### src/rtl/instr_dcd_pkg.sv
// rtl/instr_dcd_pkg.sv - shared command layout, FSM encoding and register map for instr_dcd
package instr_dcd_pkg;

  // Command byte layout
  localparam int RW_BIT   = 7;
  localparam int HL_BIT   = 6;
  localparam int ADDR_MSB = 5;
  localparam int ADDR_LSB = 0;
  localparam int ADDR_W   = ADDR_MSB - ADDR_LSB + 1;

  // Decoder FSM encoding
  typedef enum logic [1:0] {
    ST_IDLE      = 2'd0,
    ST_WAIT_DATA = 2'd1,
    ST_DO_WRITE  = 2'd2
  } state_e;

  // Fields pulled out of a command byte
  typedef struct packed {
    logic              rw;
    logic              hi_lo;
    logic [ADDR_W-1:0] addr;
  } cmd_t;

  // Register map seen by the register block behind the decoder
  localparam logic [ADDR_W-1:0] REG_ID      = 6'h00;
  localparam logic [ADDR_W-1:0] REG_CTRL    = 6'h01;
  localparam logic [ADDR_W-1:0] REG_STATUS  = 6'h02;
  localparam logic [ADDR_W-1:0] REG_IRQ_EN  = 6'h03;
  localparam logic [ADDR_W-1:0] REG_IRQ_ST  = 6'h04;
  localparam logic [ADDR_W-1:0] REG_DATA0   = 6'h05;
  localparam logic [ADDR_W-1:0] REG_DATA1   = 6'h06;
  localparam logic [ADDR_W-1:0] REG_SCRATCH = 6'h3F;

  // Split a received command byte into its fields
  function automatic cmd_t decode_cmd(input logic [7:0] b);
    cmd_t c;
    c.rw    = b[RW_BIT];
    c.hi_lo = b[HL_BIT];
    c.addr  = b[ADDR_MSB:ADDR_LSB];
    return c;
  endfunction

endpackage

### src/rtl/instr_dcd.sv
// rtl/instr_dcd.sv - two-byte SPI frame decoder driving register read/write strobes
module instr_dcd
  import instr_dcd_pkg::*;
#(
  parameter int TIMEOUT = 255
) (
  input  logic              clk,
  input  logic              rst,
  input  logic              byte_sync,
  input  logic [7:0]        data_in,
  output logic [7:0]        data_out,
  output logic              read,
  output logic              write,
  output logic [ADDR_W-1:0] addr,
  output logic              hi_lo,
  input  logic [7:0]        data_read,
  output logic [7:0]        data_write,
  output logic              timeout_err
);

  // A zero TIMEOUT still needs a one-bit counter so the logic stays well formed
  localparam int              CNT_W     = (TIMEOUT > 0) ? $clog2(TIMEOUT + 1) : 1;
  localparam logic [CNT_W-1:0] CNT_LIMIT = CNT_W'(TIMEOUT);
  localparam logic [CNT_W-1:0] CNT_MAX   = '1;
  localparam logic             TO_EN     = (TIMEOUT != 0);

  state_e            state_q, state_d;
  logic [CNT_W-1:0]  cnt_q, cnt_d;
  logic              rw_q, rw_d;
  logic              hi_lo_q, hi_lo_d;
  logic [ADDR_W-1:0] addr_q, addr_d;
  logic [7:0]        data_write_q, data_write_d;
  logic [7:0]        data_out_q, data_out_d;
  logic              read_q, read_d;
  logic              timeout_err_q, timeout_err_d;

  cmd_t              cmd;
  logic [CNT_W-1:0]  cnt_inc;

  // Next-state, latch and strobe decisions for the frame decoder
  always_comb begin
    state_d       = state_q;
    cnt_d         = cnt_q;
    rw_d          = rw_q;
    hi_lo_d       = hi_lo_q;
    addr_d        = addr_q;
    data_write_d  = data_write_q;
    read_d        = 1'b0;
    timeout_err_d = 1'b0;
    cmd           = decode_cmd(data_in);
    // Saturating increment so a disabled or oversized wait never wraps
    cnt_inc       = (cnt_q == CNT_MAX) ? cnt_q : cnt_q + 1'b1;

    case (state_q)
      ST_IDLE: begin
        if (byte_sync) begin
          rw_d    = cmd.rw;
          hi_lo_d = cmd.hi_lo;
          addr_d  = cmd.addr;
          // Reads are issued right away; the second byte is only a dummy
          read_d  = ~cmd.rw;
          cnt_d   = '0;
          state_d = ST_WAIT_DATA;
        end
      end
      ST_WAIT_DATA: begin
        if (byte_sync) begin
          // An arriving byte always beats a timeout in the same cycle
          if (rw_q) begin
            data_write_d = data_in;
            state_d      = ST_DO_WRITE;
          end else begin
            state_d = ST_IDLE;
          end
        end else begin
          cnt_d = cnt_inc;
          if (TO_EN && (cnt_inc == CNT_LIMIT)) begin
            timeout_err_d = 1'b1;
            state_d       = ST_IDLE;
          end
        end
      end
      ST_DO_WRITE: begin
        // Bytes arriving here are dropped; the write strobe lasts one cycle
        state_d = ST_IDLE;
      end
      default: begin
        state_d = ST_IDLE;
      end
    endcase
  end

  // Read data is captured at the end of the cycle the read strobe is high
  always_comb begin
    data_out_d = data_out_q;
    if (read_q) begin
      data_out_d = data_read;
    end
  end

  // State and output registers with synchronous reset
  always_ff @(posedge clk) begin
    if (rst) begin
      state_q       <= ST_IDLE;
      cnt_q         <= '0;
      rw_q          <= 1'b0;
      hi_lo_q       <= 1'b0;
      addr_q        <= '0;
      data_write_q  <= '0;
      data_out_q    <= '0;
      read_q        <= 1'b0;
      timeout_err_q <= 1'b0;
    end else begin
      state_q       <= state_d;
      cnt_q         <= cnt_d;
      rw_q          <= rw_d;
      hi_lo_q       <= hi_lo_d;
      addr_q        <= addr_d;
      data_write_q  <= data_write_d;
      data_out_q    <= data_out_d;
      read_q        <= read_d;
      timeout_err_q <= timeout_err_d;
    end
  end

  assign data_out    = data_out_q;
  assign read        = read_q;
  assign write       = (state_q == ST_DO_WRITE);
  assign addr        = addr_q;
  assign hi_lo       = hi_lo_q;
  assign data_write  = data_write_q;
  assign timeout_err = timeout_err_q;

endmodule

### config.mk
export PLATFORM = sky130hd
export DESIGN_NAME = instr_dcd
export DESIGN_NICKNAME = d
export VERILOG_FILES = /design/src/rtl/instr_dcd_pkg.sv /design/src/rtl/instr_dcd.sv
export SDC_FILE = /design/constraint.sdc
export NUM_CORES = 1
export LEC_CHECK = 0
export ABC_CLOCK_PERIOD_IN_PS = 1600
export CORE_MARGIN = 5
export CORE_UTILIZATION = 25
export DETAILED_ROUTE_END_ITERATION = 10
export PLACE_DENSITY = 0.59
export SKIP_CTS_REPAIR_TIMING = 1
export SYNTH_ARGS = -nofsm -noshare
export SYNTH_HDL_FRONTEND = slang
export SYNTH_SLANG_ARGS = --single-unit
### constraint.sdc
create_clock -name clk -period 1.6 [get_ports clk]
set_input_delay 0.48 -clock clk [delete_from_list [all_inputs] [get_ports clk]]
set_output_delay 0.48 -clock clk [all_outputs]
set_load 0.02 [all_outputs]
## After elaboration in Yosys (flattened, before gate mapping)

Index checks and enable logic that the tools add are counted.

- Register bits: 36
- Input bits: 19
- Output and inout bits: 26
- Logic and storage cells: 39

- $add $sub $neg: 1
- Equal/unequal tests: 7
- Muxes and demuxes: 10
- Bitwise gates (word level): 4
- Reductions and logical operators: 8

Operators with widths:

| cell | count |
|---|---|
| 8-bit two-way mux | 3 |
| 8-bit == test (second input constant) | 2 |
| 8-bit one-hot mux with 2 select lines | 1 |
| 8-bit by 1-bit adder with 8-bit output (second input constant) | 1 |
| 2-bit two-way mux | 4 |
| 3-bit AND reduction | 2 |
| 3-bit OR reduction | 2 |
| 2-bit inequality test (second input constant) | 2 |
| 1-bit NOT | 4 |
| 2-bit one-hot mux with 2 select lines | 1 |
| 2-bit AND reduction | 2 |
| 3-bit inequality test (second input constant) | 1 |
| 2-bit by 1-bit == test with 1-bit output (second input constant) | 1 |
| 2-bit == test (second input constant) | 1 |
| 2-bit logical NOT | 1 |
| 2-bit nonzero test | 1 |
| 1-bit two-way mux | 1 |

## Longest topological paths before layout

- Depth after elaboration: 6
- Mapped depth: 6
- Mapped depth without buffers: 6

## Worst setup path after synthesis

OpenSTA, ideal clock, no wires.

- Kind: register to register
- Start: register cnt_q[0]
- End: register state_q[0]
- Setup time: 0.136 ns
- Arrival: 1.466 ns
- Required time: 1.464 ns
- Path slack: -0.001 ns
- Stages on the path, launching flop included: 7
- Path buffers: 0
- Period minus slack after synthesis: 1.601 ns
- Path through: dfxtp_1 ha_1 and3_4 and3_1 a31oi_1 a2111oi_2 o22ai_1

- Longest elaborated chain between the ends: 5
- Elaborated cells on any way between the ends: 6
- Classes of those cells: add/sub (1); eq/ne (3); mux (1); reduce/logical (1)

RTL lines:

| element | line | source |
|---|---|---|
| start, declared | instr_dcd.sv:28 | `logic [CNT_W-1:0] cnt_q, cnt_d;` |
| start signal, assigned | instr_dcd.sv:115 | `cnt_q <= cnt_d;` |
| 8-bit by 1-bit adder with 8-bit output / 8-bit == test (equally long branches) | instr_dcd.sv:52 | `cnt_inc = (cnt_q == CNT_MAX) ? cnt_q : cnt_q + 1'b1;` |
| 8-bit two-way mux (*) | instr_dcd.sv:52 |  |
| 8-bit == test (*) | instr_dcd.sv:77 | `if (TO_EN && (cnt_inc == CNT_LIMIT)) begin` |
| 3-bit inequality test (no line) (*) | n/a |  |
| 2-bit AND reduction (no line) (*) | n/a |  |
| end signal, assigned | instr_dcd.sv:114 | `state_q <= state_d;` |
| end, declared | instr_dcd.sv:27 | `state_e state_q, state_d;` |

Every way passes the cells marked *; elsewhere a longest branch is shown, timed or not.
A chain may end at the register's enable or synchronous reset.

## Final worst setup path

- Start: input byte_sync
- End: register cnt_q[3]

- Longest elaborated chain between the ends: 2
- Elaborated cells on any way between the ends: 3
- Classes of those cells: eq/ne (2); reduce/logical (1)

RTL lines:

| element | line | source |
|---|---|---|
| start, declared | instr_dcd.sv:9 | `input logic byte_sync,` |
| 2-bit inequality test (no line) | n/a |  |
| 3-bit AND reduction (no line) (*) | n/a |  |

Marked as above.

==> reports/qor.txt <==
Status: finished, final reports clean
Total global-route track usage: 10.64%
Post-synth net total: 193
Largest net degree at the start of global routing: 28
H-tree levels: 2
Logic pwr share: 12.8%
Seq pwr share: 47.3%
Critical-path cell list: clkdlybuf4s50_1 > buf_4 > xnor2_1 > o21bai_2 > buf_4 > nand2_1 > o2bb2ai_1
Root buffer cell: clkbuf_8
Starting Density: 26.15%
CTS tree: yes
First-pass GRT wire length: 6.361 mm
Gpl congestion: 0.8043
Via count: 1416
Critical path class: input pin to flop
CTS Buf Count: 5
Post-DP Area: 2160 sq um
Critical path's largest stage delay: 0.44 ns
Fin crit share: 96.46%
DRC Markers: 0
Die ar.: 7497 sq um
Sw frac: 23.12%
Initial antenna violation count: 0
Internal: 1.516 mW
Maximum VDD drop: 0.3743 mV
Hpwl dp: 2.777 mm
Setup violators final: 0
Area growth, synth to finish: 61.01%
Post-synth EDFFs: 0
Slowest cell on the critical path: clkdlybuf4s50_1
Pwr/cell area: 835.2 nW/um^2
Pleak: 1.321 nW
Share of Yosys cell area claimed by the top area cell type: 49.15%
Row Count: 27
Critical path peak fanout: 7
Distinct cells, synth: 34
Commonest cells after routing, fill and taps aside: nand2_1, dfxtp_1, buf_4
Worst hold-check path type: flop to flop
Data arrival, critical path: 1.72 ns
Top_reg_cell synth: dfxtp_1
Seq cells post-synth: 36
PnR worst setup slack: 0.05663 ns
Yosys warns: 0
Final hold viol count: 0
Crit path time final: 1.543 ns
Clock transition at path regs: 0.07 ns
Switch Pwr: 0.4559 mW
Vias per cell: 4.481
Diode count: 0
Boundary Pins: 45
Layout net count: 263
Fmax: 647.9 MHz
Cell Area, Synth: 1466 sq um
Worst slack, placed: -0.2476 ns
Vias in the first global route: 1381
Total power: 1.972 mW
Most frequent CP cell: buf_4
Skew-Pair Late Insertion Delay: 0.28 ns
Commonest non-fill, non-tap cell in the layout: nand2_1
Startpoint types: input pin
Fillers: 579
Final Cell Area: 2361 sq um
Die X: 86.59 um
Clock share of power: 39.9%
Synth Instances: 173
Seq/Total Area, Yosys: 49.15%
Actual slew at the worst max-slew pin: 0.3107 ns
DR pass1 iterations: 4
CP endpoint kind: flop
Synth area leaders: dfxtp_1, nand2_1, a21oi_1
Final WL: 3.816 mm
Fraction of layout cells with a size suffix above 1: 18.03%
Core Box Area: 5608 sq um
CP required: 1.78 ns
Remaining Overflow, GRT: 0
DRT iter0 DRCs: 85
Clk_skew: 0.007662 ns
CTS max path bufs: 2
Relative slew slack: 79.29%
Die height: 86.59 um
Mean Syn Cell Area: 8.476 sq um
Slew Limit Fails: 0
Number of max-cap violations: 0
DR WL/cell: 12.08 um
Dominant cell type by area after synthesis: dfxtp_1
Synth async-reset ratio: 0%
Clock sink count: 36
I/O Buffers: 44
WHS: 0.4534 ns
Routed Antenna Nets: 0
==> through the flow <==
stage,utilization [%],setup TNS [ns],std cells
floorplan,-,0,173
global placement,38.51,-3.029,307
detailed placement,38.51,-3.509,307
CTS,40.43,-3.163,315
global route,42.10,-0.005294,316
finish,42.10,0,316
==> path summary, 6_finish.rpt <==
path | from | endpoint | slack (ns) | depth (start not counted)
worst max register to register | cnt_q[1] | state_q[0] | 0.12 | 5
worst min register to register | data_write[4] | data_write[4] | 0.45 | 2
worst max-delay path | byte_sync | cnt_q[3] | 0.06 | 7
worst min-delay path | data_write[4] | data_write[4] | 0.45 | 2
==> power by group through the flow <==
stage | Combinational [mW] | Sequential, mW | Clock [mW]
floorplan | 0.0852 | 0.983 | 0
global placement | 0.255 | 0.954 | 0
detailed placement | 0.255 | 0.954 | 0
CTS | 0.256 | 0.934 | 0.817
global route | 0.279 | 0.937 | 0.856
finish | 0.252 | 0.933 | 0.787
==> registers in the layout, indices dropped and copies added (netlist names) <==
signal / count
cnt_q: 8
state_q: 2
hi_lo: 1
addr: 6
data_write: 8
rw_q: 1
timeout_err: 1
read: 1
data_out: 8
==> cell families (layout without fill, tap and decap cells) <==
kind of cell               Yosys count  in the layout  share of synthesized area, %
and+or+nand+nor                     77             77                         23.64
muxes                                8              8                         5.461
adders and majority gates            1              1                        0.8531
xor gates and xnor gates             3              3                         1.792
DFF                                 36             36                         49.15
buffers and inverters                9             80                         2.645
AOI/OAI and AO/OA                   39             39                         16.47
==> metal layers <==
metal,up-vias,track usage (%),share of wire [%]
met5,-,0,0
met4,0,2.691,0.29
met3,2,4.563,8.8
met2,38,15.16,44
met1,642,14.70,47
li1,734,-,-
==> Yosys cell counts, drive strengths merged, types with 3 or more instances <==
cell / instances
mux2i: 8
and3: 5
nand2: 42
nor2: 14
nor3: 3
o21ai: 7
nor2b: 3
clkbuf: 6
dfxtp: 36
nand3: 5
a21oi: 19
a31oi: 3
==> critical path: cells and delay by family <==
family                 cells  cell delay (ns)
AND/OR/NAND/NOR            1             0.05
XOR/XNOR                   1             0.13
AO/OA/AOI/OAI              2             0.28
buffers and inverters      3             0.78
==> layout make-up <==
class / count / area, sq um / area share, %
clock buffers: 6 / 72.57 / 3.074
clock inverters: 2 / 35.03 / 1.484
inverters: 1 / 3.754 / 0.1590
multi-input cells: 128 / 730.7 / 30.95
flip-flops and latches: 36 / 720.7 / 30.52
well taps: 72 / 90.09 / 3.816
repair buffers: 71 / 708.2 / 29.99
Note: power is estimated with default switching activity, not from simulation.
